$ cat config.mk
export PLATFORM = sky130hd
export DESIGN_NAME = mem_arbiter
export DESIGN_NICKNAME = d
export VERILOG_FILES = /design/src/rtl/mem_arbiter.sv
export SDC_FILE = /design/constraint.sdc
export NUM_CORES = 1
export LEC_CHECK = 0
export ABC_AREA = 1
export CORE_ASPECT_RATIO = 0.5
export CORE_MARGIN = 2
export CORE_UTILIZATION = 41
export DETAILED_ROUTE_END_ITERATION = 12
export PLACE_DENSITY = 0.8
export SLEW_MARGIN = 20
export SYNTH_ARGS = -nofsm -noshare
export SYNTH_HDL_FRONTEND = slang
export SYNTH_SLANG_ARGS = --single-unit
$ cat constraint.sdc
create_clock -name clk -period 4.7 [get_ports clk]
set_input_delay 0.94 -clock clk [delete_from_list [all_inputs] [get_ports clk]]
set_output_delay 0.94 -clock clk [all_outputs]
set_load 0.005 [all_outputs]
$ cat src/rtl/mem_arbiter.sv
// mem_arbiter: shares one downstream memory port between a fetch and a load/store requester.
// Latency: request pulse at edge T issues down_request_enable after edge T+1; one transaction outstanding.
// Backpressure: one slot per side, pulses into a full slot are dropped; ARB_STARVE_GUARD_EN bounds fetch priority.
package mem_arbiter_pkg;
    typedef struct packed {
        logic        we;
        logic [31:0] addr;
        logic [31:0] wdata;
    } memreq_t;

    typedef struct packed {
        logic [31:0] data;
    } memresp_t;
endpackage

module mem_arbiter
    import mem_arbiter_pkg::*;
#(
    parameter int unsigned STARVE_LIMIT = 4
) (
    input  logic     clk,
    input  logic     rstn,
    input  logic     fetch_request_enable,
    input  memreq_t  fetch_request,
    output logic     fetch_response_enable,
    output memresp_t fetch_response,
    input  logic     mem_request_enable,
    input  memreq_t  mem_request,
    output logic     mem_response_enable,
    output memresp_t mem_response,
    output logic     down_request_enable,
    output memreq_t  down_request,
    input  logic     down_response_enable,
    input  memresp_t down_response,
    output logic     busy
);
    typedef enum logic {IDLE, WAIT_RESP} state_t;

    state_t  state, state_nxt;
    logic    fetch_vld, mem_vld;
    memreq_t fetch_slot, mem_slot;
    logic    owner_mem;
    logic    grant, grant_mem, done, fetch_done, mem_done, starve;
    logic    fetch_accept, mem_accept;

`ifdef ARB_STARVE_GUARD_EN
    logic [7:0] starve_cnt;

    assign starve = (starve_cnt == 8'(STARVE_LIMIT));

    // Counts fetch wins that overtook a waiting mem request.
    always_ff @(posedge clk) begin
        if (!rstn)
            starve_cnt <= '0;
        else if (grant && grant_mem)
            starve_cnt <= '0;
        else if (grant && mem_vld)
            starve_cnt <= starve_cnt + 8'd1;
    end
`else
    logic unused_limit;
    assign unused_limit = (STARVE_LIMIT == 0);
    assign starve       = 1'b0;
`endif

    always_ff @(posedge clk) begin
        if (!rstn)
            state <= IDLE;
        else
            state <= state_nxt;
    end

    always_comb begin
        state_nxt = state;
        case (state)
            IDLE:      if (fetch_vld || mem_vld) state_nxt = WAIT_RESP;
            WAIT_RESP: if (down_response_enable) state_nxt = IDLE;
            default:   state_nxt = IDLE;
        endcase
    end

    always_comb begin
        grant      = (state == IDLE) && (fetch_vld || mem_vld);
        grant_mem  = mem_vld && (!fetch_vld || starve);
        done       = (state == WAIT_RESP) && down_response_enable;
        fetch_done = done && !owner_mem;
        mem_done   = done && owner_mem;
    end

    // A pulse on the owner's completion edge refills the slot being freed.
    assign fetch_accept = fetch_request_enable && (!fetch_vld || fetch_done);
    assign mem_accept   = mem_request_enable && (!mem_vld || mem_done);

    always_ff @(posedge clk) begin
        if (!rstn) begin
            fetch_vld <= 1'b0;
            mem_vld   <= 1'b0;
        end else begin
            if (fetch_accept)
                fetch_vld <= 1'b1;
            else if (fetch_done)
                fetch_vld <= 1'b0;
            if (mem_accept)
                mem_vld <= 1'b1;
            else if (mem_done)
                mem_vld <= 1'b0;
        end
    end

    always_ff @(posedge clk) begin
        if (fetch_accept) fetch_slot <= fetch_request;
        if (mem_accept)   mem_slot   <= mem_request;
    end

    always_ff @(posedge clk) begin
        if (!rstn) begin
            down_request_enable   <= 1'b0;
            fetch_response_enable <= 1'b0;
            mem_response_enable   <= 1'b0;
            owner_mem             <= 1'b0;
        end else begin
            down_request_enable   <= grant;
            fetch_response_enable <= fetch_done;
            mem_response_enable   <= mem_done;
            if (grant)
                owner_mem <= grant_mem;
        end
    end

    // Payload registers only move on grant/completion, so they hold steady in between.
    always_ff @(posedge clk) begin
        if (grant)
            down_request <= grant_mem ? mem_slot : fetch_slot;
        if (fetch_done)
            fetch_response <= down_response;
        if (mem_done)
            mem_response <= down_response;
    end

    assign busy = (state != IDLE) || fetch_vld || mem_vld;
endmodule
==> flow_summary.yaml <==
status:
  outcome: "finished clean"
place:
  pre_cts_ws_ns: 1.67
  numPortBuffers: 299
  dp_cells: 1088
  gp_congestion: 0.839
  place_hpwl_mm: 13.9
pwr:
  swShare_pct: 19.9
  p_clk_share_pct: 38.3
  power_switching_mw: 1.07
  leakagePower_nw: 4.76
  finalPower_mw: 5.39
  p_comb_share_pct: 9.0
  seqPwrFrac_pct: 52.7
  irDropWorstVdd_mv: 0.191
  p_int_mw: 4.31
  powerDensity_nw_per_um2: 413
floorplanning:
  pin_count: 300
  chipWidth_um: 212
  core-area_um2: 20900
  die_area_um2: 22900
  initial_core_util_pct: 42.5
  num_rows: 37
  fp.dieH_um: 108
setup_path:
  worstPathRequired_ns: 3.76
  slowest_delay_ns: 0.47
  reg2reg_from: "fetch_vld"
  criticalPathCategory: "flop to output pin"
  r2r_end: "down_request[47]"
  end_kind: "output pin"
  worstPathCellList: "nor3_1 > inv_1 > clkdlybuf4s50_1"
  crit_buf_inv: 2
  reg2reg_slack_ns: 2.46
  critPathLaunchType: "flop"
  arrival_ns: 1.74
  critPathMaxFanout: 5
  r2r_cells: 3
  slowest_stage: "clkdlybuf4s50_1"
  cp_top_family: "buffers and inverters"
synthesis:
  avgSynthCellArea_um2: 17.5
  synthCells: 506
  synth_cell_types: 14
  synth_seq_cells: 266
  seq_area_frac_synth_pct: 89.2
  synth_fp_nets: 673
  yosysWarnings: 0
  syn_area_um2: 8870
min_path:
  hold_start: "owner_mem"
  hold_path.class: "flop to flop"
  whs_path_depth: 2
  holdPathEnd: "owner_mem"
clocking:
  postCtsHoldBufs: 0
  clockBufferDepth: 3
  post-cts-setup-buffers: 0
  cts_max_level: 1
  cts_root_buffer: "clkbuf_16"
  post_cts_resized: 0
  cts.reportedPaths.clkPinSlew_ns: 0.06
  cts_tree: "done"
  cts_made_buffers: 24
  cts.sinks: 266
  clk_latency_ns: 0.52
global_route:
  globalRouteMet1Util_pct: 19.2
  grt_use_met3_pct: 3.25
  antenna_found_initial: 0
  gr-total-overflow: 0
  gr-max-usage-layer: "met2"
  grt_max_degree: 67
  use_met2_pct: 32.8
  grtUsageTotal_pct: 17.3
  grt_pass1_vias: 5310
  grt_pass1_wl_mm: 29.4
routing:
  drt_iter0_drc: 296
  drc: 0
  num_vias: 5175
  vias_per_cell: 4.58
  wl_per_cell_um: 18.1
  ant_nets: 0
  postRouteWirelength_mm: 20.5
  firstDrtPassIters: 7
sta:
  fin_crit_ns: 2.68
  setup_ws_ns: 2.02
  tightest_slew_ns: 0.924
  setup_viol: 0
  fin_hold_ws_ns: 0.505
  slew_viol_final: 0
  fmax_ghz: 0.373
  period_share_pct: 57.0
  hold_viol: 0
  grt_setup_unrepaired: "no"
  fin_skew_ns: 0.0101
  setup_tns_ns: 0
  slew_headroom_pct: 38.4
layout:
  drive_above_1_share_pct: 5.61
  nets: 989
  synthToLayoutAreaGrowth_pct: 46.9
  antenna_cells: 0
  multi_input_area_um2: 848
  register_area_um2: 7920
  final_cells: 1130
  final_common_cell: "clkdlybuf4s50_1"
  fillCellCount: 1463
  layout_common_cells: "clkdlybuf4s50_1 (299), edfxtp_1 (259), nand2_1 (201), clkbuf_16 (25), dfxtp_1 (7)"
run:
  maxCapViolCount: 0
-- how the worst max path moves through the flow --
stage | from | to | slack, ns | cells after the start
after floorplan | down_response_enable | fetch_slot[0] | 1.26 | 2
after global placement | down_response_enable | mem_response[1] | 1.71 | 3
after detailed placement | down_response_enable | fetch_slot[16] | 1.67 | 4
after CTS | fetch_vld | busy | 1.99 | 3
after global routing | fetch_vld | busy | 1.94 | 3
final | fetch_vld | busy | 2.02 | 3
-- metrics by stage --
step | instance area, µm² | util (%)
after floorplan | 8880 | -
after global placement | 12200 | 58.4
after detailed placement | 12200 | 58.4
after CTS | 13000 | 62.4
after global routing | 13000 | 62.4
final | 13000 | 62.4
-- worst reg2reg max path: cells and delay by family, from the launching register on --
family	cells	cell delay, ns
DFF	1	0.50
buffers and inverters	2	1.17
AOI/OAI and AO/OA	1	0.21
-- routing by layer --
layer	vias up	share of wire, %
li1	2428	-
met1	2509	37
met2	188	54
met3	50	4.8
met4	0	4.2
met5	-	0
-- power groups by stage --
stage | Sequential, mW | Clock (mW) | Combinational (mW)
2_1_floorplan | 2.90 | 0 | 0.126
3_3_place_gp | 2.88 | 0 | 0.473
3_5_place_dp | 2.89 | 0 | 0.488
4_1_cts | 2.84 | 2.11 | 0.491
5_1_grt | 2.85 | 2.20 | 0.519
6_report | 2.84 | 2.07 | 0.483
-- state kept, by name, indices dropped and copies added, names as in the netlist --
register / cells
mem_slot: 65
owner_mem: 1
mem_response_enable: 1
down_request_enable: 1
fetch_vld: 1
down_request: 65
fetch_response: 32
mem_vld: 1
state: 1
fetch_response_enable: 1
fetch_slot: 65
mem_response: 32
-- cell type report --
cell class	count	share of cell area, %
clock buffer	30	4.94
clock inverter	12	1.44
inverter	11	0.317
multi-input combinational	215	6.51
sequential	266	60.7
tap	292	2.80
timing repair buffer	304	23.2
-- logic make-up after synthesis --
family,share of synthesized area (%)
AO/OA/AOI/OAI,0.338
flip-flops,89.2
AND/OR/NAND/NOR,8.97
buffers and inverters,1.47
-- cells in the mapped netlist --
library cell,instances,area share (%)
nand3_1,2,0.11
dfxtp_1,7,1.6
inv_1,9,0.38
buf_6,1,0.13
nand2_1,201,8.5
inv_2,2,0.085
buf_2,8,0.45
nor2_1,4,0.17
buf_4,5,0.42
o21ai_0,1,0.056
edfxtp_1,259,88
nor2_4,1,0.13
nor3_1,1,0.056
a21oi_1,5,0.28
Note: power is estimated with default switching activity, not from simulation.
